$ cat src/rtl/yl3_scan_if.sv
// yl3_scan_if: host load port plus 74HC595 serial pins of the 8-digit scan driver.
interface yl3_scan_if;
  logic [63:0] data;
  logic        load;
  logic        ready;
  logic        sck;
  logic        rck;
  logic        dio;

  modport master (output data, load, input ready, sck, rck, dio);
  modport slave  (input data, load, output ready, sck, rck, dio);
endinterface

$ cat src/rtl/yl3_scan_driver.sv
// yl3_scan_driver: multiplexes an 8-digit seven-segment display through a pair
// of 74HC595s, one 16-bit {seg, sel} frame per digit, continuously.
// Optional macro YL3_DECODE_EN: treat each display byte as ASCII and decode it
// to an active-low segment pattern; without it the byte is sent as-is.
module yl3_scan_driver #(
  parameter int unsigned SCK_DIV     = 4,
  parameter int unsigned HOLD_CYCLES = 6250
) (
  input logic       clk,
  input logic       rst,
  yl3_scan_if.slave bus
);

  localparam int unsigned CNT_MAX = (HOLD_CYCLES > SCK_DIV) ? HOLD_CYCLES : SCK_DIV;
  localparam int unsigned CNT_W   = $clog2(CNT_MAX) + 1;
`ifdef YL3_DECODE_EN
  localparam logic [63:0] BLANK = 64'h2020_2020_2020_2020;
`else
  localparam logic [63:0] BLANK = 64'hFFFF_FFFF_FFFF_FFFF;
`endif

  typedef enum logic [1:0] {IDLE, SHIFT, LATCH, HOLD} state_t;

`ifdef YL3_DECODE_EN
  // ASCII to active-low {dp,g,f,e,d,c,b,a}; letters share one glyph per case pair.
  function automatic logic [7:0] seg_of(input logic [7:0] c);
    logic [7:0] u;
    u = (c >= 8'h61 && c <= 8'h7A) ? (c - 8'h20) : c;
    case (u)
      8'h20: seg_of = 8'hFF;
      8'h30: seg_of = 8'hC0;  8'h31: seg_of = 8'hF9;  8'h32: seg_of = 8'hA4;
      8'h33: seg_of = 8'hB0;  8'h34: seg_of = 8'h99;  8'h35: seg_of = 8'h92;
      8'h36: seg_of = 8'h82;  8'h37: seg_of = 8'hF8;  8'h38: seg_of = 8'h80;
      8'h39: seg_of = 8'h90;
      8'h41: seg_of = 8'h88;  8'h42: seg_of = 8'h83;  8'h43: seg_of = 8'hC6;
      8'h44: seg_of = 8'hA1;  8'h45: seg_of = 8'h86;  8'h46: seg_of = 8'h8E;
      8'h47: seg_of = 8'hC2;  8'h48: seg_of = 8'h89;  8'h49: seg_of = 8'hF9;
      8'h4A: seg_of = 8'hE1;  8'h4B: seg_of = 8'h8A;  8'h4C: seg_of = 8'hC7;
      8'h4D: seg_of = 8'hC8;  8'h4E: seg_of = 8'hAB;  8'h4F: seg_of = 8'hC0;
      8'h50: seg_of = 8'h8C;  8'h51: seg_of = 8'h98;  8'h52: seg_of = 8'hAF;
      8'h53: seg_of = 8'h92;  8'h54: seg_of = 8'h87;  8'h55: seg_of = 8'hC1;
      8'h56: seg_of = 8'hE3;  8'h57: seg_of = 8'h81;  8'h58: seg_of = 8'hB6;
      8'h59: seg_of = 8'h91;  8'h5A: seg_of = 8'hA4;
      default: seg_of = 8'hBF;
    endcase
  endfunction
`else
  // Raw mode: the display byte already is the segment pattern.
  function automatic logic [7:0] seg_of(input logic [7:0] c);
    seg_of = c;
  endfunction
`endif

  state_t             state;
  logic [63:0]        disp;
  logic [2:0]         idx;
  logic [15:0]        frame_sr;
  logic [3:0]         bit_cnt;
  logic               phase;
  logic [CNT_W-1:0]   cnt;
  logic               sck_q, rck_q, dio_q, ready_q;

  logic               accept_c;
  logic [63:0]        disp_next_c;
  logic [5:0]         lsb_c;
  logic [15:0]        frame_c;

  // A capture on the same edge as frame start is bypassed into that frame.
  always_comb begin
    accept_c    = bus.load & ready_q;
    disp_next_c = accept_c ? bus.data : disp;
    lsb_c       = {3'd7 - idx, 3'b000};
    frame_c     = {seg_of(disp_next_c[lsb_c +: 8]), 8'h80 >> idx};
  end

  // Scan FSM: shift the frame, latch it, hold the digit lit, next digit.
  always_ff @(posedge clk or posedge rst) begin
    if (rst) begin
      state    <= IDLE;
      disp     <= BLANK;
      idx      <= 3'd0;
      frame_sr <= 16'd0;
      bit_cnt  <= 4'd0;
      phase    <= 1'b0;
      cnt      <= '0;
      sck_q    <= 1'b0;
      rck_q    <= 1'b0;
      dio_q    <= 1'b0;
      ready_q  <= 1'b0;
    end else begin
      if (accept_c) disp <= bus.data;
      case (state)
        IDLE: begin
          if (!ready_q) begin
            ready_q <= 1'b1;
          end else begin
            state    <= SHIFT;
            ready_q  <= 1'b0;
            frame_sr <= frame_c;
            dio_q    <= frame_c[15];
            sck_q    <= 1'b0;
            bit_cnt  <= 4'd0;
            phase    <= 1'b0;
            cnt      <= '0;
          end
        end
        SHIFT: begin
          if (cnt == CNT_W'(SCK_DIV - 1)) begin
            cnt <= '0;
            if (!phase) begin
              phase <= 1'b1;
              sck_q <= 1'b1;
            end else begin
              phase <= 1'b0;
              sck_q <= 1'b0;
              if (bit_cnt == 4'd15) begin
                state <= LATCH;
                rck_q <= 1'b1;
                dio_q <= 1'b0;
              end else begin
                bit_cnt  <= bit_cnt + 4'd1;
                frame_sr <= frame_sr << 1;
                dio_q    <= frame_sr[14];
              end
            end
          end else begin
            cnt <= cnt + CNT_W'(1);
          end
        end
        LATCH: begin
          if (cnt == CNT_W'(SCK_DIV - 1)) begin
            cnt     <= '0;
            rck_q   <= 1'b0;
            ready_q <= 1'b1;
            idx     <= idx + 3'd1;
            state   <= HOLD;
          end else begin
            cnt <= cnt + CNT_W'(1);
          end
        end
        HOLD: begin
          if (cnt == CNT_W'(HOLD_CYCLES - 1)) begin
            state    <= SHIFT;
            ready_q  <= 1'b0;
            frame_sr <= frame_c;
            dio_q    <= frame_c[15];
            bit_cnt  <= 4'd0;
            phase    <= 1'b0;
            cnt      <= '0;
          end else begin
            cnt <= cnt + CNT_W'(1);
          end
        end
        default: state <= IDLE;
      endcase
    end
  end

  assign bus.ready = ready_q;
  assign bus.sck   = sck_q;
  assign bus.rck   = rck_q;
  assign bus.dio   = dio_q;

endmodule

$ cat src/flat_wrapper.sv
// flat-port wrapper written by rule: the top's interface ports become plain ports
module yl3_scan_driver_flat 
#(
  parameter int unsigned SCK_DIV     = 4,
  parameter int unsigned HOLD_CYCLES = 6250
)
  (clk, rst, bus_data, bus_load, bus_ready, bus_sck, bus_rck, bus_dio);
  yl3_scan_if bus_i ();
  input logic clk;
  input logic rst;
  input wire logic [$bits(bus_i.data)-1:0] bus_data;
  input wire logic [$bits(bus_i.load)-1:0] bus_load;
  output wire logic [$bits(bus_i.ready)-1:0] bus_ready;
  output wire logic [$bits(bus_i.sck)-1:0] bus_sck;
  output wire logic [$bits(bus_i.rck)-1:0] bus_rck;
  output wire logic [$bits(bus_i.dio)-1:0] bus_dio;
  assign bus_i.data = bus_data;
  assign bus_i.load = bus_load;
  assign bus_ready = bus_i.ready;
  assign bus_sck = bus_i.sck;
  assign bus_rck = bus_i.rck;
  assign bus_dio = bus_i.dio;
  yl3_scan_driver #(.SCK_DIV(SCK_DIV), .HOLD_CYCLES(HOLD_CYCLES)) u_core (.clk(clk), .rst(rst), .bus(bus_i));
endmodule
$ cat config.mk
export PLATFORM = sky130hd
export DESIGN_NAME = yl3_scan_driver_flat
export DESIGN_NICKNAME = d
export VERILOG_FILES = /design/src/rtl/yl3_scan_if.sv /design/src/rtl/yl3_scan_driver.sv /design/src/flat_wrapper.sv
export SDC_FILE = /design/constraint.sdc
export NUM_CORES = 1
export LEC_CHECK = 0
export BUFFER_PORTS_ARGS = -buffer_cell sky130_fd_sc_hd__buf_2
export CAP_MARGIN = 20
export CORE_MARGIN = 8
export CORE_UTILIZATION = 58
export DETAILED_ROUTE_END_ITERATION = 8
export GPL_ROUTABILITY_DRIVEN = 0
export PLACE_DENSITY_LB_ADDON = 0.25
export SYNTH_ARGS = -nofsm -noshare
export SYNTH_HDL_FRONTEND = slang
export SYNTH_SLANG_ARGS = --single-unit
$ cat constraint.sdc
create_clock -name clk -period 7.2 [get_ports clk]
set_clock_uncertainty 0.1 [all_clocks]
set_input_delay 0.72 -clock clk [delete_from_list [all_inputs] [get_ports clk]]
set_output_delay 0.72 -clock clk [all_outputs]
set_load 0.02 [all_outputs]
==> results_dict.tcl <==
set metrics [dict create \
    dp_slack_ns 3.93 \
    crit_fanout 18 \
    yosysSeqAreaShare_pct 49.0 \
    num_vias 4066 \
    ios 71 \
    worstPathRequired_ns 7.38 \
    ys_types 61 \
    max_freq_mhz 299 \
    synth_async_sr_flop_share_pct 100 \
    placementRows 36 \
    area_growth_pct 11.7 \
    r2r_start "u_core.cnt[0]" \
    cts.clk_slew.worst_paths_ns 0.10 \
    cts_made_buffers 9 \
    synth_warnings 0 \
    fin_crit_sh_pct 46.5 \
    critPathCapture "u_core.frame_sr[10]" \
    endpoint_kind "flop" \
    overflow 0 \
    startpoint_type "flop" \
    synth_nets 560 \
    post_cts_resized 0 \
    grt.total_usage_pct 21.0 \
    crit_buf_inv 0 \
    hold_buffers 0 \
    syn_area_um2 5620 \
    post-route-drc-count 0 \
    cts_max_level 3 \
    grt_pass1_vias 4251 \
    syn_avg_cell_area_um2 11.8 \
    rsz0062_at_grt "false" \
    reg2reg_setup_slack_ns 3.85 \
    grt_max_degree 85 \
    drtAntennaViolNets 0 \
    synth_edf_count 0 \
    synthFlopType "dfstp_2" \
    regArea_um2 2760 \
    maxSlewHeadroom_pct 31.4 \
    p_leak_uw 0.00279 \
    critPathArrivalTime_ns 3.52 \
    viasPerCell 6.03 \
    root_buffer "clkbuf_8" \
    ys_ff_latch 107 \
    final_cell_mix "buf_2, dfstp_2, mux2_2" \
    cts_num_sinks 107 \
    post_cts_buffers 0 \
    num_antenna_cells 0 \
    fin_crit_ns 3.35 \
    min_path_type "flop to flop" \
    first_pass_iters 5 \
    drt_first_iter_violations 277 \
    design_area_um2 6280 \
    core_um2 9590 \
    rr_endpoint "u_core.frame_sr[10]" \
    finalWorstSetupSlack_ns 3.85 \
    worstSetupPathDepth 6 \
    routedWlPerCell_um 19.3 \
    max_slew.worst_pin.slew_ns 1.03 \
    status "finished clean" \
    maxCapViolCount 0 \
    n_fill_cell 759 \
    multiInputGateArea_um2 2680 \
    crit_chain "ha_1, nor4b_1, nand4_1, o21ai_2, and2_1, mux2_2" \
    grt_pass1_wl_um 21800 \
    die_w_um 114 \
    clk_path_buf_depth 2 \
    nets 618 \
    fin_hold_ws_ns 0.394 \
    wirelength_um 13000 \
    cts_tree "built" \
    crit_start "u_core.cnt[0]" \
    power_density_nw_per_um2 174 \
    critPathTopFamily "simple AND/OR/NAND/NOR gates" \
    rr_worst_depth 6 \
    finalSetupViolCount 0 \
    slowest_delay_ns 0.73 \
    portBuffers 70 \
    syn_inst 478 \
    drv_slew 0 \
    final_common_cell "buf_2" \
    die-height_um 114 \
    post-dp-hpwl_um 9140 \
    crit_path_top_delay_cell "o21ai_2" \
    grt_antenna_before_repair 0 \
    ir_drop_mv 0.0940 \
    start_util_pct 58.6 \
    final-hold-violation-count 0 \
    worstSetupPathType "flop to flop" \
    drive_above_1_share_pct 44.4 \
    die_area_um2 13100 \
    placed_area_um2 6050 \
    clkLatencyLatePin_ns 0.38 \
    setup-tns-final_ns 0 \
    p_total_uw 1090 \
]
-- cell type report --
class | instances | area share [%]
sequential | 107 | 43.9
clock inverter | 2 | 0.219
clock buffer | 14 | 3.11
multi-input combinational | 329 | 42.7
tap | 133 | 2.65
inverter | 13 | 0.817
timing repair buffer | 76 | 6.61
-- power by group --
group          switching, µW  total, µW  internal (µW)
registers               6.90        641            634
clock network            203        381            178
logic                   33.4       69.7           36.3
-- synth_stat cells (all sizes together), types with 3 or more instances --
cell	number	area (µm²)
o21a	4	30.0
o211ai	6	45.0
a211o	7	61.3
and3	10	62.6
mux4	10	225
nor3b	4	30.0
nand2b	8	50.1
a21o	6	45.0
clkbuf	13	48.8
or2	6	37.5
nand4	5	31.3
inv	12	45.0
mux2	63	713
o2111ai	5	43.8
a22oi	12	90.1
o21ai	9	48.8
and4	5	43.8
o22a	6	52.6
mux2i	5	50.1
nand3	12	60.1
a31oi	8	50.1
dfstp	64	1680
and2	5	31.3
nor2	19	71.3
xor2	3	26.3
a21oi	26	130
buf	16	91.3
xnor2	4	35.0
o311ai	3	26.3
ha	15	188
dfrtp	43	1080
o31a	3	26.3
nand2	23	88.8
o221ai	3	26.3
nor3	10	50.1
-- kinds of logic (layout without fill, tap and decap cells) --
group	count (synthesis)	after routing	share of synthesized area (%)
adders and majority gates	15	15	3.34
xor gates and xnor gates	7	7	1.09
muxes	78	78	17.6
buffers and inverters	42	105	3.36
and+or+nand+nor	112	112	10.6
AOI/OAI and AO/OA	117	117	15.0
DFF	107	107	49.0
-- worst min path at each step --
stage / start / endpoint / cells past startpoint
after floorplan: u_core.bit_cnt[0] / u_core.bit_cnt[0] / 1
after global placement: u_core.bus.rck / u_core.bus.rck / 2
after detailed placement: u_core.bus.rck / u_core.bus.rck / 2
after CTS: u_core.bus.rck / u_core.bus.rck / 2
after global routing: u_core.disp[57] / u_core.disp[57] / 1
final: u_core.bus.rck / u_core.bus.rck / 2
-- metal layers --
layer	vias to the layer above	share of wire, %	wire, µm	track usage (%)
li1	1897	-	-	-
met1	2018	44	5710	27.0
met2	132	48	6270	33.6
met3	19	6.4	839	5.64
met4	0	1.5	196	6.48
met5	-	0	0	0
-- worst reg2reg max path, cell delays in order, from the launching register on --
cell and delay [ns]:
dfrtp_1 0.44, ha_1 0.24, nor4b_1 0.27, nand4_1 0.43
o21ai_2 0.73, and2_1 0.64, mux2_2 0.41
-- sequential cells by signal, indices dropped and copies added, names as in the netlist --
register          flops
u_core.bus.ready      1
u_core.cnt           14
u_core.disp          64
u_core.idx            3
u_core.bus.rck        1
u_core.bit_cnt        4
u_core.state          2
u_core.phase          1
u_core.bus.sck        1
u_core.bus.dio        1
u_core.frame_sr      15
-- through the flow --
| step | util (%) | instances |
|---|---|---|
| 2_1_floorplan | - | 478 |
| 5_1_grt | 65.5 | 674 |
| 3_5_place_dp | 63.0 | 657 |
| 4_1_cts | 65.2 | 673 |
| 6_report | 65.5 | 674 |
| 3_3_place_gp | 63.0 | 657 |
(Power assumes the default switching activity.)
